File: src/rtl/unsigned_16by8_seq_div.sv
// Sequential restoring divider: 2N-bit dividend / N-bit divisor, one quotient bit per cycle.
// Build option UDIV_SATURATE_EN: error results report an all-ones quotient instead of zero.
module unsigned_16by8_seq_div #(
  parameter int N = 8
) (
  input  logic           clk,
  input  logic           rst,
  input  logic           in_valid,
  output logic           in_ready,
  input  logic [2*N-1:0] dividend,
  input  logic [N-1:0]   divisor,
  output logic           out_valid,
  input  logic           out_ready,
  output logic [N-1:0]   quotient,
  output logic [N-1:0]   remainder,
  output logic           div_zero,
  output logic           overflow,
  output logic [1:0]     dbg_state
);

  localparam int CW = $clog2(N);
  localparam logic [1:0] S_IDLE = 2'd0;
  localparam logic [1:0] S_CALC = 2'd1;
  localparam logic [1:0] S_DONE = 2'd2;

`ifdef UDIV_SATURATE_EN
  localparam logic [N-1:0] ERR_Q = {N{1'b1}};
`else
  localparam logic [N-1:0] ERR_Q = '0;
`endif

  // Handshakes: a transfer happens on a rising edge where valid && ready are both high;
  // the producer holds its payload stable while valid is high and ready is low.
  logic [1:0]    state_q, state_d;
  logic [N-1:0]  rem_q, rem_d;
  logic [N-1:0]  lo_q, lo_d;
  logic [N-1:0]  dvs_q, dvs_d;
  logic [N-1:0]  qacc_q, qacc_d;
  logic [CW-1:0] cnt_q, cnt_d;
  logic [N-1:0]  q_out_q, q_out_d;
  logic [N-1:0]  r_out_q, r_out_d;
  logic          dz_q, dz_d;
  logic          ov_q, ov_d;

  logic [N:0]    trial;
  logic          trial_ge;
  logic [N-1:0]  rem_next;

  // Restoring step: the partial remainder stays below the divisor, so T - divisor fits in N bits.
  always_comb begin
    trial    = {rem_q, lo_q[N-1]};
    trial_ge = (trial >= {1'b0, dvs_q});
    rem_next = trial_ge ? (trial[N-1:0] - dvs_q) : trial[N-1:0];
  end

  always_comb begin
    state_d = state_q;
    rem_d   = rem_q;
    lo_d    = lo_q;
    dvs_d   = dvs_q;
    qacc_d  = qacc_q;
    cnt_d   = cnt_q;
    q_out_d = q_out_q;
    r_out_d = r_out_q;
    dz_d    = dz_q;
    ov_d    = ov_q;
    case (state_q)
      S_IDLE: begin
        if (in_valid) begin
          if (divisor == '0) begin
            dz_d    = 1'b1;
            ov_d    = 1'b0;
            q_out_d = ERR_Q;
            r_out_d = '0;
            state_d = S_DONE;
          end else if (dividend[2*N-1:N] >= divisor) begin
            dz_d    = 1'b0;
            ov_d    = 1'b1;
            q_out_d = ERR_Q;
            r_out_d = '0;
            state_d = S_DONE;
          end else begin
            rem_d   = dividend[2*N-1:N];
            lo_d    = dividend[N-1:0];
            dvs_d   = divisor;
            qacc_d  = '0;
            cnt_d   = CW'(N - 1);
            state_d = S_CALC;
          end
        end
      end
      S_CALC: begin
        rem_d  = rem_next;
        lo_d   = lo_q << 1;
        qacc_d = {qacc_q[N-2:0], trial_ge};
        cnt_d  = cnt_q - CW'(1);
        if (cnt_q == '0) begin
          q_out_d = {qacc_q[N-2:0], trial_ge};
          r_out_d = rem_next;
          dz_d    = 1'b0;
          ov_d    = 1'b0;
          state_d = S_DONE;
        end
      end
      S_DONE: begin
        if (out_ready) state_d = S_IDLE;
      end
      default: state_d = S_IDLE;
    endcase
  end

  always_ff @(posedge clk) begin
    if (rst) begin
      state_q <= S_IDLE;
      rem_q   <= '0;
      lo_q    <= '0;
      dvs_q   <= '0;
      qacc_q  <= '0;
      cnt_q   <= '0;
      q_out_q <= '0;
      r_out_q <= '0;
      dz_q    <= 1'b0;
      ov_q    <= 1'b0;
    end else begin
      state_q <= state_d;
      rem_q   <= rem_d;
      lo_q    <= lo_d;
      dvs_q   <= dvs_d;
      qacc_q  <= qacc_d;
      cnt_q   <= cnt_d;
      q_out_q <= q_out_d;
      r_out_q <= r_out_d;
      dz_q    <= dz_d;
      ov_q    <= ov_d;
    end
  end

  assign in_ready  = (state_q == S_IDLE);
  assign out_valid = (state_q == S_DONE);
  assign quotient  = q_out_q;
  assign remainder = r_out_q;
  assign div_zero  = dz_q;
  assign overflow  = ov_q;
  assign dbg_state = state_q;

endmodule

File: config.mk
export PLATFORM = sky130hd
export DESIGN_NAME = unsigned_16by8_seq_div
export DESIGN_NICKNAME = d
export VERILOG_FILES = /design/src/rtl/unsigned_16by8_seq_div.sv
export SDC_FILE = /design/constraint.sdc
export NUM_CORES = 1
export LEC_CHECK = 0
export CAP_MARGIN = 20
export CORE_ASPECT_RATIO = 1.75
export CORE_MARGIN = 5
export CORE_UTILIZATION = 48
export DETAILED_ROUTE_END_ITERATION = 16
export GPL_ROUTABILITY_DRIVEN = 0
export PLACE_DENSITY_LB_ADDON = 0.2
export SYNTH_ARGS = -nofsm -noshare
export SYNTH_HDL_FRONTEND = slang
export SYNTH_SLANG_ARGS = --single-unit
File: constraint.sdc
create_clock -name clk -period 1.9 [get_ports clk]
set_input_delay 0.19 -clock clk [delete_from_list [all_inputs] [get_ports clk]]
set_output_delay 0.19 -clock clk [all_outputs]
set_load 0.01 [all_outputs]
==> metrics.txt, run 1 <==
number of synthesized register bits 54; Cell Count, Final, Fillers Out 509; CTS Buf Count 5; dpl hpwl 5727 um; post-route cell area 4457 sq um; I/O Buffers 49; IO Count 50; post-synthesis cell area 2900 sq um; P per Cell Area 926.0 nW/um^2; Final Total Pwr 4.127 mW; starting DRC count in detailed routing 178; combinational fraction of design power 51.7%; clock root cell clkbuf_8; failing checks negative setup slack; CTS tree built; Final period util 115.8%; Hold WS 0.2143 ns; Area Growth Syn to Fin 53.67%; RR Startpoint dvs_q[6]; Worst-path clk slew 0.11 ns; max_cap viols 0; Hold/Removal Path Class input port to flop; sequential cell area 1091 sq um; DRT Pass-1 Iters 4; Max FO, Critical Path 3; first-pass GRT wire length 14,190 um; Worst Path Required 2.16 ns; status complete, but fails checks; global route hottest layer met2; Synth warnings 0; wire length per cell 17.83 um; DIE AREA 7758 sq um; Hold Vio Cnt, Final 0; slack of the critical path -0.2993 ns; H-tree levels 2; RSZ-0062 raised after global routing true; # fillers 413; GRT Util Overall 24.15%; Starting Density 49.33%; Post-Place Worst Slack -0.7154 ns; Final setup viols 18; worst-margin pin slew 0.8309 ns; final max-slew violation count 0; IR drop worst, VDD 0.6622 mV; vias in the first global route 2,970; final wirelength 9075 um; critical path type flop to flop; DR vias 2,836; Die H 112.8 um; Critical Path End Type flop; top_reg_cell synth dfxtp_1; ys async rst share 0%; Worst Skew 0.01217 ns; Max Buffers Root-to-Sink 2; HP Start divisor[4]; area post-placement 3938 sq um; Final ANT Viol Nets 0; largest net degree at the start of global routing 44; DRC 0; most frequent cells in the layout buf_4 (60), dfxtp_1 (46), nor2_1 (42), clkdlybuf4s50_1 (32), mux2i_1 (26); area of the multi-input gates 1982 sq um; CORE AREA 5879 sq um; Mapped Avg Cell Area 9.149 sq um; syn nets 364; R2R depth 10; Cell Rows 37; met2 Usage GRT 42.37%; Max-slew headroom 44.61%; fin util 75.80%; Int Pwr 2.645 mW; share of layout cells above drive strength 1 34.57%; Clk network pwr share 16.6%; grt ovf 0; switching pwr 1.482 mW; fin crit period 2.199 ns; CTS sink cnt 54; Clk Latency, worst-skew pair 0.33 ns; nets 477; chip width 68.76 um; Cell variety after synth 52; post-synthesis sequential area ratio 37.27%; vias per cell 5.572; Static Leak 1.910 nW; antenna cells 0; Startpoint Class flop; setup TNS -4.154 ns; grt met3 use 3.972%; Post-synth EDFFs 0; Post-Syn Instances 317; Sequential Power Share 31.7%; # placed instances 481; Max Clk Rate 454.7 MHz; switch share 35.90%; initial antenna violation count 0; leading cell type in the layout, fill and taps excluded buf_4; CP Launch Point dvs_q[6]; Hold Path Depth 4; crit path DAT 2.46 ns; met1 GRT Util 27.44%
==> routing by layer <==
metal	vias up	share of wire, %	routed length, um
met5	-	0	0
met1	1336	39	3496
met4	0	4.2	384
met3	36	4.7	426
met2	101	53	4768
li1	1363	-	-
==> Yosys cell counts, drive strengths merged, types with 3 or more instances <==
library cell | n | area (sq um)
dfxtp | 54 | 1081
nor2 | 44 | 165.2
mux2i | 30 | 300.3
inv | 23 | 86.33
ha | 18 | 225.2
a21oi | 16 | 83.83
a211oi | 14 | 105.1
clkbuf | 10 | 37.54
nand2 | 10 | 37.54
nand3b | 10 | 75.07
a22oi | 9 | 67.56
buf | 7 | 53.79
o21ai | 6 | 30.02
and3 | 5 | 31.28
o21a | 5 | 37.54
a2111oi | 4 | 48.80
a221oi | 4 | 47.55
nand2b | 4 | 25.02
nor2b | 4 | 25.02
nor3 | 4 | 20.02
xnor2 | 4 | 35.03
a21o | 3 | 22.52
o31ai | 3 | 22.52
==> power groups by stage <==
stage          logic, mW  registers [mW]  clock network, mW
2_1_floorplan      0.996            1.33                  0
3_3_place_gp        1.54            1.33                  0
3_5_place_dp        1.57            1.33                  0
4_1_cts             1.90            1.31              0.689
5_1_grt             2.28            1.32              0.735
6_report            2.13            1.31              0.683
==> logic make-up after synthesis <==
kind of cell               after synthesis  synth area share [%]
and+or+nand+nor                         93                 16.05
AOI/OAI and AO/OA                       75                 19.76
DFF                                     54                 37.27
buffers and inverters                   40                 6.126
muxes                                   32                 11.13
adders and majority gates               19                 8.456
xor gates and xnor gates                 4                 1.208
==> repair_timing <==
item	in CTS	in global routing
gates cloned	2	1
hold buffers	0	0
resized for setup	63	28
setup endpoints to repair	54	44
pin swaps	21	13
setup buffers	14	4
==> flip-flops by register name, summed over array words and instances, names as in the netlist <==
name	count
dvs_q	8
lo_q	8
quotient	8
rem_q	8
remainder	8
qacc_q	7
cnt_q	3
dbg_state	2
div_zero	1
overflow	1
==> path summary, 6_finish.rpt <==
| kind | end | slack [ns] |
|---|---|---|
| hold reg to reg | quotient[3] | 0.46 |
| setup / recovery | remainder[1] | -0.30 |
| setup reg to reg | remainder[1] | -0.30 |
| hold / removal | dvs_q[4] | 0.21 |
==> area by class of cell <==
type | count | share of cell area, %
clock inverters | 3 | 0.4773
inverters | 23 | 1.937
flip-flops and latches | 54 | 24.48
well taps | 78 | 2.190
repair buffers | 123 | 24.90
clock buffers | 5 | 1.544
multi-input cells | 223 | 44.47
==> worst max-delay path: stages (launching register included) <==
cell,delay (ns)
dfxtp_2,0.35
inv_2,0.04
ha_4,0.22
a21o_1,0.19
a221oi_2,0.28
a21boi_4,0.28
buf_6,0.16
mux2i_2,0.27
buf_4,0.16
a22oi_1,0.07
nor2_1,0.11
(Power assumes the default switching activity.)
==> inputs of run 2 (changes only) <==
--- a/config.mk
+++ b/config.mk
@@ -9,6 +9,7 @@
 export CORE_ASPECT_RATIO = 1.75
 export CORE_MARGIN = 5
 export CORE_UTILIZATION = 48
+export CTS_CLUSTER_DIAMETER = 30
 export DETAILED_ROUTE_END_ITERATION = 16
 export GPL_ROUTABILITY_DRIVEN = 0
 export PLACE_DENSITY_LB_ADDON = 0.2
==> results of run 2 <==
Final layout, timing and power as in run 1 (identical DEF).
==> inputs of run 3 (changes only) <==
--- a/config.mk
+++ b/config.mk
@@ -5,6 +5,7 @@
 export SDC_FILE = /design/constraint.sdc
 export NUM_CORES = 1
 export LEC_CHECK = 0
+export ABC_AREA = 1
 export CAP_MARGIN = 20
 export CORE_ASPECT_RATIO = 1.75
 export CORE_MARGIN = 5
==> metrics.txt, run 3 <==
dpl hpwl 6102 um; Die H 116.1 um; Max Buffers Root-to-Sink 2; Hold Path Depth 3; Starting Density 49.54%; Worst-path clk slew 0.09 ns; RR Startpoint dvs_q[1]; Final ANT Viol Nets 0; H-tree levels 2; first-pass GRT wire length 13,390 um; vias in the first global route 3,053; wire length per cell 13.70 um; synth top area cells dfxtp_1 (35%), nand2_1 (15%), nor2_1 (11%); post-synthesis sequential area ratio 35.04%; Worst Path Required 2.11 ns; Cell Rows 38; Cell Count, Final, Fillers Out 637; chip width 70.61 um; Mapped Avg Cell Area 6.509 sq um; Static Leak 2.142 nW; leading cell type in the layout, fill and taps excluded nand2_1; critical path type flop to flop; DR vias 3,202; ys async rst share 0%; Worst Skew 0.008391 ns; IR drop worst, VDD 0.5653 mV; max incr delay on CP 0.41 ns; crit path DAT 2.06 ns; worst r2r dst rem_q[4]; initial antenna violation count 0; worst path cell trace inv_1 > ha_1 > nand2_1 > inv_1 > nand3_1 > nor2_1 > nor2_2 > buf_6 > nand2_8 > nand2_1 > nand3_1 > nand2_1 > nor2_1 > nor2_1; final wirelength 8724 um; CTS tree built; reg-to-reg setup timing slack 0.05 ns; share of layout cells above drive strength 1 20.11%; Hold Vio Cnt, Final 0; max_cap viols 0; Area Growth Syn to Fin 42.46%; number of synthesized register bits 54; GRT Util Overall 20.03%; P per Cell Area 969.1 nW/um^2; CP Buf/Inv Count 3; cell taking the most area after synthesis dfxtp_1; hold buffers post-CTS 0; Final setup viols 0; Post-Syn Instances 474; setup TNS 0 ns; CORE AREA 6228 sq um; post-synthesis cell area 3085 sq um; worst-margin pin slew 0.5094 ns; CP max-delay cell dfxtp_1; grt ovf 0; top cells by count, synth nand2_1 (127), nor2_1 (89), dfxtp_1 (54), inv_1 (54), nand3_1 (35); # placed instances 622; top_reg_cell synth dfxtp_1; Clk Latency, worst-skew pair 0.31 ns; I/O Buffers 49; Cell variety after synth 29; syn nets 521; most frequent cells in the layout nand2_1 (119), nor2_1 (86), dfxtp_1 (49), inv_1 (46), clkdlybuf4s50_1 (35); Critical Path End Type flop; count leader, synth nand2_1; status completed; nets 603; Hold/Removal Path Class input port to flop; Post-synth EDFFs 0; Max Clk Rate 539.8 MHz; Max-slew headroom 65.83%; worst min-delay path endpoint dvs_q[4]; R2R depth 14; CTS Buf Count 5; fin crit period 1.852 ns; antenna cells 0; vias per cell 5.027; Startpoint Class flop; Final period util 97.50%; CTS sink cnt 54; Synth top area share 35.04%; starting DRC count in detailed routing 197; final max-slew violation count 0; CP top delay family simple AND/OR/NAND/NOR gates; HP Start divisor[4]; clock root cell clkbuf_8; DRC 0; IO Count 50; Synth warnings 0; largest net degree at the start of global routing 33; DIE AREA 8194 sq um; DRT Pass-1 Iters 5; Max FO, Critical Path 9
==> run 3: logic make-up (layout without fill, tap and decap cells) <==
group	count (synthesis)	after routing	share of synthesized area [%]
and+or+nand+nor	268	269	36.13
xor gates and xnor gates	3	3	0.8517
muxes	6	6	1.947
adders and majority gates	19	19	7.948
DFF	54	54	35.04
AOI/OAI and AO/OA	48	48	7.867
buffers and inverters	76	158	10.22
==> run 3: cell type report <==
cell class                      instances  area [sq um]
Clock buffer                            5         68.82
Clock inverter                          3         21.27
Fill cell                             497          1833
Inverter                               60         227.7
Multi-Input combinational cell        345          1959
Sequential cell                        54          1087
Tap cell                               80         100.1
Timing Repair Buffer                   90         930.9
==> run 3: report_power, final <==
group	total (mW)	switching, mW	internal, mW	leakage, nW
clock	0.654	0.394	0.260	0.0441
combinational	2.18	1.19	0.992	1.65
sequential	1.42	0.118	1.31	0.446
total	4.26	1.70	2.56	2.14
==> run 3: per-stage QoR <==
step | setup WS (ns) | hold slack (ns) | util (%) | instance area [sq um] | power (mW)
after floorplan | 0.2391 | 0.3546 | - | 3085 | 2.619
after CTS | 0.006158 | 0.4676 | 64.83 | 4038 | 3.997
after global routing | -0.07189 | 0.2332 | 70.57 | 4395 | 4.599
after detailed placement | -0.3525 | 0.4519 | 62.41 | 3887 | 3.283
final | 0.04758 | 0.2014 | 70.57 | 4395 | 4.260
after global placement | -0.2789 | 0.4426 | 62.41 | 3887 | 3.245
==> run 3: worst max-delay path by stage <==
| stage | slack [ns] | endpoint | start | cells after the start |
|---|---|---|---|---|
| final | 0.05 | rem_q[4] | dvs_q[1] | 14 |
| after global routing | -0.07 | remainder[1] | dvs_q[1] | 14 |
| after CTS | 0.006 | dvs_q[5] | divisor[3] | 13 |
| after detailed placement | -0.35 | dvs_q[4] | divisor[5] | 11 |
| after global placement | -0.28 | dvs_q[5] | divisor[5] | 11 |
| after floorplan | 0.24 | rem_q[7] | dvs_q[6] | 13 |
==> run 3: layer usage <==
layer  routed length, um  part of all wire (%)  track usage (%)  vias to the layer above
li1                    -                     -                -                     1635
met1                3307                    38            22.05                     1482
met2                4829                    55            37.30                       69
met3                 328                   3.8            2.865                       16
met4                 259                   3.0            9.536                        0
met5                   0                     0                0                        -
==> run 3: repair_timing <==
item                                   in CTS  in global routing
pin swaps                                   2                  8
setup endpoints to repair                  20                 54
gates cloned                                1                  4
gates resized for setup                    10                 62
setup buffers                               0                  2
endpoints found under the hold margin       0                  0
==> run 3: worst reg2reg max path, cell delays in order, from the launching register on <==
cell	delay (ns)
dfxtp_1	0.41
inv_1	0.08
ha_1	0.30
nand2_1	0.05
inv_1	0.05
nand3_1	0.07
nor2_1	0.14
nor2_2	0.07
buf_6	0.14
nand2_8	0.10
nand2_1	0.05
nand3_1	0.13
nand2_1	0.07
nor2_1	0.08
nor2_1	0.04
